## config.mk

```make
export PLATFORM = sky130hd
export DESIGN_NAME = yc_memmap_initiator
export DESIGN_NICKNAME = d
export VERILOG_FILES = /design/src/rtl/yc_memmap_initiator.sv
export SDC_FILE = /design/constraint.sdc
export NUM_CORES = 1
export LEC_CHECK = 0
export CAP_MARGIN = 10
export CORE_ASPECT_RATIO = 1.4
export CORE_MARGIN = 4
export CORE_UTILIZATION = 34
export DETAILED_ROUTE_END_ITERATION = 16
export PLACE_DENSITY = 0.76
export SYNTH_ARGS = -nofsm -noshare
export SYNTH_HDL_FRONTEND = slang
export SYNTH_SLANG_ARGS = --single-unit
```

## constraint.sdc

```tcl
create_clock -name clk -period 2.1 [get_ports clk]
set_input_delay 0.315 -clock clk [delete_from_list [all_inputs] [get_ports clk]]
set_output_delay 0.315 -clock clk [all_outputs]
set_load 0.005 [all_outputs]
```

## src/rtl/yc_memmap_initiator.sv

```systemverilog
// NoC requester bridge: local 16-bit load/store port to request/response flits.
// Optional read-response timeout is enabled by defining YC_MMI_TIMEOUT_EN.
package yc_mmi_pkg;
    localparam int XW = 4;
    localparam int YW = 4;

    localparam logic [1:0] VC_REQ = 2'd0;
    localparam logic [1:0] VC_RSP = 2'd1;

    localparam logic [2:0] OP_WRITE     = 3'd1;
    localparam logic [2:0] OP_READ_REQ  = 3'd2;
    localparam logic [2:0] OP_READ_RESP = 3'd3;

    typedef struct packed {
        logic [1:0]    vc;
        logic [2:0]    opc;
        logic [3:0]    len;
        logic [XW-1:0] src_x;
        logic [YW-1:0] src_y;
        logic [XW-1:0] dst_x;
        logic [YW-1:0] dst_y;
        logic [31:0]   pay;
    } flit_t;

    function automatic flit_t build_flit(
        input logic [1:0]    vc,
        input logic [2:0]    opc,
        input logic [3:0]    len,
        input logic [XW-1:0] sx,
        input logic [YW-1:0] sy,
        input logic [XW-1:0] dx,
        input logic [YW-1:0] dy,
        input logic [31:0]   pay
    );
        flit_t f;
        f.vc    = vc;
        f.opc   = opc;
        f.len   = len;
        f.src_x = sx;
        f.src_y = sy;
        f.dst_x = dx;
        f.dst_y = dy;
        f.pay   = pay;
        return f;
    endfunction
endpackage

module yc_memmap_initiator
    import yc_mmi_pkg::*;
#(
    parameter int X_ID           = 0,
    parameter int Y_ID           = 0,
    parameter int TIMEOUT_CYCLES = 255
) (
    input  logic          clk,
    input  logic          rst,
    input  logic          req_valid,
    output logic          req_ready,
    input  logic          req_write,
    input  logic [15:0]   req_addr,
    input  logic [15:0]   req_wdata,
    input  logic [XW-1:0] req_dst_x,
    input  logic [YW-1:0] req_dst_y,
    output logic          resp_valid,
    input  logic          resp_ready,
    output logic [15:0]   resp_rdata,
    output logic          resp_err,
    output logic          tx_valid,
    output flit_t         tx_flit,
    input  logic          tx_ready,
    input  logic          rx_valid,
    input  flit_t         rx_flit,
    output logic          rx_ready,
    output logic          busy,
    output logic [7:0]    drop_cnt
);
    typedef enum logic [1:0] {IDLE, SEND, WAITR, RESP} st_t;

    localparam logic [XW-1:0] MY_X = XW'(X_ID);
    localparam logic [YW-1:0] MY_Y = YW'(Y_ID);

    st_t           st_q, st_d;
    logic          tx_valid_q, tx_valid_d;
    flit_t         tx_flit_q, tx_flit_d;
    logic          resp_valid_q, resp_valid_d;
    logic [15:0]   resp_rdata_q, resp_rdata_d;
    logic          resp_err_q, resp_err_d;
    logic [7:0]    drop_q, drop_d;
    logic [15:0]   addr_q, addr_d;
    logic [XW-1:0] dx_q, dx_d;
    logic [YW-1:0] dy_q, dy_d;
    logic          wr_q, wr_d;
    logic          rx_take, rx_hit, rx_drop;

`ifdef YC_MMI_TIMEOUT_EN
    localparam logic [15:0] TMO = 16'(TIMEOUT_CYCLES);
    logic [15:0] timer_q, timer_d;
`else
    logic unused_tmo;
    assign unused_tmo = ^TIMEOUT_CYCLES;
`endif

    logic unused_rx;
    assign unused_rx = ^{rx_flit.vc, rx_flit.len};

    // A response must target us, come from the latched endpoint and echo our address.
    always_comb begin
        rx_take = rx_valid && rx_ready;
        rx_hit  = (st_q == WAITR) && rx_valid
               && (rx_flit.dst_x == MY_X) && (rx_flit.dst_y == MY_Y)
               && (rx_flit.opc == OP_READ_RESP)
               && (rx_flit.src_x == dx_q) && (rx_flit.src_y == dy_q)
               && (rx_flit.pay[31:16] == addr_q);
        rx_drop = rx_take && !rx_hit;
    end

    // State and datapath registers.
    always_ff @(posedge clk or posedge rst) begin
        if (rst) begin
            st_q         <= IDLE;
            tx_valid_q   <= 1'b0;
            tx_flit_q    <= '0;
            resp_valid_q <= 1'b0;
            resp_rdata_q <= 16'h0;
            resp_err_q   <= 1'b0;
            drop_q       <= 8'h0;
            addr_q       <= 16'h0;
            dx_q         <= '0;
            dy_q         <= '0;
            wr_q         <= 1'b0;
`ifdef YC_MMI_TIMEOUT_EN
            timer_q      <= 16'h0;
`endif
        end else begin
            st_q         <= st_d;
            tx_valid_q   <= tx_valid_d;
            tx_flit_q    <= tx_flit_d;
            resp_valid_q <= resp_valid_d;
            resp_rdata_q <= resp_rdata_d;
            resp_err_q   <= resp_err_d;
            drop_q       <= drop_d;
            addr_q       <= addr_d;
            dx_q         <= dx_d;
            dy_q         <= dy_d;
            wr_q         <= wr_d;
`ifdef YC_MMI_TIMEOUT_EN
            timer_q      <= timer_d;
`endif
        end
    end

    // Next state plus the registered flit/response/drop values.
    always_comb begin
        st_d         = st_q;
        tx_valid_d   = tx_valid_q;
        tx_flit_d    = tx_flit_q;
        resp_valid_d = resp_valid_q;
        resp_rdata_d = resp_rdata_q;
        resp_err_d   = resp_err_q;
        drop_d       = drop_q;
        addr_d       = addr_q;
        dx_d         = dx_q;
        dy_d         = dy_q;
        wr_d         = wr_q;
`ifdef YC_MMI_TIMEOUT_EN
        timer_d      = timer_q;
`endif
        unique case (st_q)
            IDLE: begin
                if (req_valid) begin
                    addr_d     = req_addr;
                    dx_d       = req_dst_x;
                    dy_d       = req_dst_y;
                    wr_d       = req_write;
                    tx_flit_d  = build_flit(VC_REQ,
                                            req_write ? OP_WRITE : OP_READ_REQ,
                                            4'd1, MY_X, MY_Y,
                                            req_dst_x, req_dst_y,
                                            {req_addr, req_write ? req_wdata : 16'h0});
                    tx_valid_d = 1'b1;
                    st_d       = SEND;
                end
            end
            SEND: begin
                if (tx_ready) begin
                    tx_valid_d = 1'b0;
                    st_d       = wr_q ? IDLE : WAITR;
`ifdef YC_MMI_TIMEOUT_EN
                    timer_d    = 16'h0;
`endif
                end
            end
            WAITR: begin
                if (rx_hit) begin
                    resp_valid_d = 1'b1;
                    resp_rdata_d = rx_flit.pay[15:0];
                    resp_err_d   = 1'b0;
                    st_d         = RESP;
                end
`ifdef YC_MMI_TIMEOUT_EN
                else if (timer_q == TMO) begin
                    resp_valid_d = 1'b1;
                    resp_rdata_d = 16'hDEAD;
                    resp_err_d   = 1'b1;
                    st_d         = RESP;
                end else begin
                    timer_d = timer_q + 16'd1;
                end
`endif
            end
            RESP: begin
                if (resp_ready) begin
                    resp_valid_d = 1'b0;
                    st_d         = IDLE;
                end
            end
            default: st_d = IDLE;
        endcase
        if (rx_drop && drop_q != 8'hFF) begin
            drop_d = drop_q + 8'd1;
        end
    end

    // Port outputs.
    always_comb begin
        req_ready  = (st_q == IDLE);
        rx_ready   = (st_q != RESP);
        busy       = (st_q != IDLE);
        tx_valid   = tx_valid_q;
        tx_flit    = tx_flit_q;
        resp_valid = resp_valid_q;
        resp_rdata = resp_rdata_q;
        resp_err   = resp_err_q;
        drop_cnt   = drop_q;
    end
endmodule

```

== Word level (Yosys, flattened, before mapping) ==
Cells that the tools add are included.

* Mux-type cells: 14
* Reduce and logical (&&, ||, !) cells: 22
* Eq/ne operators: 13
* Add/sub/neg operators: 1

{| class="wikitable"
|+ Operators with widths
! kind !! number
|-
| $eq A16 B16 Y1 || 1
|-
| $mux W16 || 1
|-
| $mux W2 || 6
|-
| $logic_and A1 B1 Y1 || 10
|-
| $ne A2 B2 Y1 const B || 5
|-
| $add A8 B1 Y8 const B || 1
|-
| $eq A4 B4 Y1 || 2
|-
| $logic_not A4 Y1 || 2
|-
| $ne A8 B8 Y1 const B || 1
|-
| $pmux W2 S4 || 1
|-
| $reduce_and A3 Y1 || 2
|-
| $reduce_bool A2 Y1 || 3
|-
| $eq A2 B2 Y1 const B || 2
|-
| $mux W1 || 4
|-
| $pmux W1 S2 || 2
|-
| $reduce_and A2 Y1 || 2
|-
| $reduce_and A4 Y1 || 1
|-
| $eq A3 B2 Y1 const B || 1
|-
| $eq A2 B1 Y1 const B || 1
|-
| $logic_not A2 Y1 || 1
|-
| $logic_not A1 Y1 || 1
|}

* Word-level logic and storage cells: 62
* Bits of input ports: 104
* Output and inout bits: 87
* Register bits: 89

== Depth between registers and ports, before layout ==
* Word-level depth: 11
* Mapped depth: 7
* Depth with buffers taken out: 6

== Worst setup path before layout ==
No wires, ideal clock.

* Path kind: reg2reg
* Start point: register st_q[0]
* End point: register resp_rdata_q[0] (netlist: resp_rdata[0])
* Cell stages (with the launch flop): 7
* Setup time: 0.125 ns
* Clock period less this slack: 1.848 ns
* Arrival: 1.723 ns
* Buffers on the path: 1
* Required time: 1.975 ns
* Slack: 0.252 ns
* Cells stage by stage: dfrtp_1 -> nor4bb_1 -> nand4b_1 -> nor4_2 -> nand2_2 -> buf_6 -> mux2_4

* Word-level cells in the longest chain between the ends: 9

{| class="wikitable"
|+ Ends and longest elaborated chain
! item !! RTL line !! RTL
|-
| start: declaration || 82 || <nowiki>st_t st_q, st_d;</nowiki>
|-
| start signal: assignment || 135 || <nowiki>st_q <= st_d;</nowiki>
|-
| $eq A2 B2 Y1 * || 109, 168 ||
|-
| $logic_and A1 B1 Y1 || 109 || <nowiki>rx_hit = (st_q == WAITR) && rx_valid</nowiki>
|-
| $logic_and A1 B1 Y1 (2 in a row) || 110 || <nowiki>&& (rx_flit.dst_x == MY_X) && (rx_flit.dst_y == MY_Y)</nowiki>
|-
| $logic_and A1 B1 Y1 || 111 || <nowiki>&& (rx_flit.opc == OP_READ_RESP)</nowiki>
|-
| $logic_and A1 B1 Y1 (2 in a row) || 112 || <nowiki>&& (rx_flit.src_x == dx_q) && (rx_flit.src_y == dy_q)</nowiki>
|-
| $logic_and A1 B1 Y1 || 113 || <nowiki>&& (rx_flit.pay[31:16] == addr_q);</nowiki>
|-
| $reduce_and A2 Y1 (no line) * || - ||
|-
| end signal: assignment || 139 || <nowiki>resp_rdata_q <= resp_rdata_d;</nowiki>
|-
| end: declaration || 86 || <nowiki>logic [15:0] resp_rdata_q, resp_rdata_d;</nowiki>
|}

Every way passes the cells marked *; elsewhere a longest branch is shown, timed or not.
A chain may end at the register's enable or synchronous reset.

== Worst setup path after layout ==
* Start point: input rx_valid
* End point: register resp_rdata_q[2] (netlist: resp_rdata[2])

* Word-level cells in the longest chain between the ends: 8

{| class="wikitable"
|+ Ends and longest elaborated chain
! item !! RTL line !! RTL
|-
| start: declaration || 71 || <nowiki>input logic rx_valid,</nowiki>
|-
| $logic_and A1 B1 Y1 || 109 ||
|-
| $logic_and A1 B1 Y1 (2 in a row) || 110 ||
|-
| $logic_and A1 B1 Y1 || 111 ||
|-
| $logic_and A1 B1 Y1 (2 in a row) || 112 ||
|-
| $logic_and A1 B1 Y1 || 113 ||
|-
| $reduce_and A2 Y1 (no line) || - ||
|}

No other way between the ends.

==> results.cfg <==
[timing]
fmax_mhz = 495.0
period_minus_slack_ns = 2.020
finalHoldViolations = 0
max_slew.worst_pin.slew_ns = 0.6416
max-slew-margin-rel = 0.5710
drv_slew = 0
finClkSkew_ns = 0.006817
finalCritPeriodShare = 0.9619
fin_hold_ws_ns = 0.4319
report.final.setup_viol = 0

[grt]
grt_pass1_vias = 2733
antenna_found_initial = 0
grt_max_degree = 72
grt_pass1_wl_um = 13630
groute.usage.overall = 0.1535
overflow = 0

[detailed_routing]
drt_iter0_drc = 63
dr_wl_met3_um = 602
ant_nets = 0
highest_layer = met4
dr.pass1.iters = 4
route.met2.wl_um = 4515
drc = 0
met1Wirelength_um = 3402
vias_per_cell = 4.661
vias = 2638
routed_wirelength_um = 8631
avgRoutedWirePerCell_um = 15.25

[setup_path]
cp_max_fo = 23
reg2reg_slack_ns = 0.14
r2r-start = st_q[0]
cp.arrival_ns = 2.22
cp.required_ns = 2.30
r2r-end = resp_rdata[2]
r2r_cells = 6
slowest_delay_ns = 0.47
path_class = in2reg
startpoint_type = primary input
cp_slowest_cell = clkdlybuf4s50_1
crit_chain = clkdlybuf4s50_1, nor4bb_2, nand4b_1, nor4_4, nand2_2, buf_12, mux2_4
cp-end-kind = flip-flop

[placed_design]
gp_congestion = 0.7306
portBuffers = 169
dp_hpwl_um = 6544

[layout]
fin_nets = 556
diodes = 0
areaGrowthSynthToFinish_pct = 67.78
fillers = 822
final_util = 0.5818
drive_gt1_frac = 0.1579

[hold_path]
hold_class = in2async

[logic_synthesis]
mappedNetlistArea_um2 = 3262
synth_edf_count = 0
ys_seq_area_frac = 0.5447
yosysUniqueCellTypes = 32
synthCells = 275
synth_warnings = 0
ys_ff_latch = 71
avgSynthCellArea_um2 = 11.86
synth_ff_type = dfrtp_1
synthArstFlopShare = 1.000

[clock_tree]
clock_latency_ns = 0.32
clock-root-buffer = clkbuf_16
cts.path.max_buffers = 2
cts.clk_slew.worst_paths_ns = 0.06
cts_tree = yes
postCtsHoldBufs = 0
numCtsBuffers = 9
clock_sinks = 71
cts_max_level = 3

[power_and_ir_drop]
ir_worst_vdd_v = 0.0005805
p_leak_nw = 2.357
power_density_nw_per_um2 = 1198

[job]
maxCapViolations = 0

[floorplanning]
row_count = 42
initial_utilization = 0.3468
num_io_pins = 191
die_y_um = 123.9
die_area_um2 = 11250
die_w_um = 90.78
core_um2 = 9407

[outcome]
status = finished clean
-- Yosys cell counts (all sizes together), types with 2 or more instances --
| master | instances | area share |
|---|---|---|
| dfrtp | 71 | 0.54 |
| nand2 | 44 | 0.051 |
| mux2 | 42 | 0.16 |
| xnor2 | 31 | 0.083 |
| buf | 20 | 0.046 |
| o21ai | 20 | 0.031 |
| nand3 | 7 | 0.011 |
| clkbuf | 6 | 0.0069 |
| nand4 | 6 | 0.012 |
| inv | 5 | 0.0058 |
| a21oi | 3 | 0.0046 |
| nor4 | 3 | 0.0077 |
| nor2 | 2 | 0.0023 |
| nor3 | 2 | 0.0031 |
-- how the worst max path moves through the flow --
stage | slack (ns) | end | startpoint
after floorplan | 0.25 | resp_rdata[0] | st_q[0]
after global placement | -0.22 | resp_rdata[0] | rx_valid
after detailed placement | -0.27 | resp_rdata[3] | rx_valid
after CTS | 0.04 | req_ready | flip-flop
after global routing | -0.006 | resp_rdata[4] | rx_valid
final | 0.08 | resp_rdata[2] | rx_valid
-- placed cells by master, fill, tap and decap left out, drive strengths merged, types with 3 or more instances in the layout --
cell	instances
xnor2	31
clkbuf	11
o21ai	20
inv	4
nand3	7
buf	8
clkdlybuf4s50	169
a21oi	3
nor4	3
conb	15
nand4	6
bufinv	4
nand2	44
mux2	42
dfrtp	71
-- per-stage QoR --
step,worst slack (ns),TNS (ns),cell area (µm²),std cells,power (mW)
finish,0.07995,0,5473,566,6.554
detailed placement,-0.2734,-5.245,5075,550,4.690
global route,-0.006037,-0.03939,5473,566,6.967
floorplan,0.2521,0,3318,289,3.228
CTS,0.03777,0,5455,566,6.640
global placement,-0.2243,-4.169,5075,550,4.622
-- final cells by class --
| cell class | instances | area, µm² | share of cell area |
|---|---|---|---|
| well taps | 110 | 137.6 | 0.02515 |
| repair buffers | 177 | 1789 | 0.3269 |
| multi-input cells | 187 | 1366 | 0.2497 |
| inverters | 5 | 22.52 | 0.004115 |
| clock inverters | 5 | 127.6 | 0.02332 |
| flip-flops and latches | 71 | 1777 | 0.3246 |
| clock buffers | 11 | 252.7 | 0.04618 |
-- timing repair --
item / 4_1_cts / 5_1_grt
setup buffers: 0 / 0
resized for setup: 0 / 3
endpoints found under the setup margin: 0 / 19
endpoints found under the hold margin: 0 / 0
-- where the power goes --
| part | total (mW) | internal (mW) | switching (mW) |
|---|---|---|---|
| Sequential | 2.24 | 1.85 | 0.394 |
| Combinational | 2.41 | 1.58 | 0.829 |
| Clock | 1.90 | 1.35 | 0.560 |
-- critical path: cells and delay by family --
| family | cells | cell delay [ns] |
|---|---|---|
| buffers and inverters | 2 | 0.65 |
| multiplexers | 1 | 0.30 |
| AND/OR/NAND/NOR | 4 | 0.93 |
-- per-layer routing --
layer  track usage  vias up
met5             0        -
met4       0.05000        0
met3       0.05196        9
met2        0.2710      106
met1        0.1758     1269
li1              -     1254
-- kinds of logic after synthesis --
family,after synthesis,synth area share
flops,71,0.5447
simple gates,71,0.1024
mux,43,0.1630
xor+xnor,31,0.08324
buf+inv,31,0.05869
compound gates,26,0.04296
fa+ha+maj,1,0.003835
other cells,1,0.001150
-- sequential cells by signal, indices dropped and copies added, names as in the netlist, named ones only --
signal / cells
tx_flit: 35
resp_rdata: 16
drop_cnt: 8
dx_q: 4
dy_q: 4
resp_valid: 1
st_q: 1
tx_valid: 1
No activity file was read; power rests on OpenSTA's default activity.
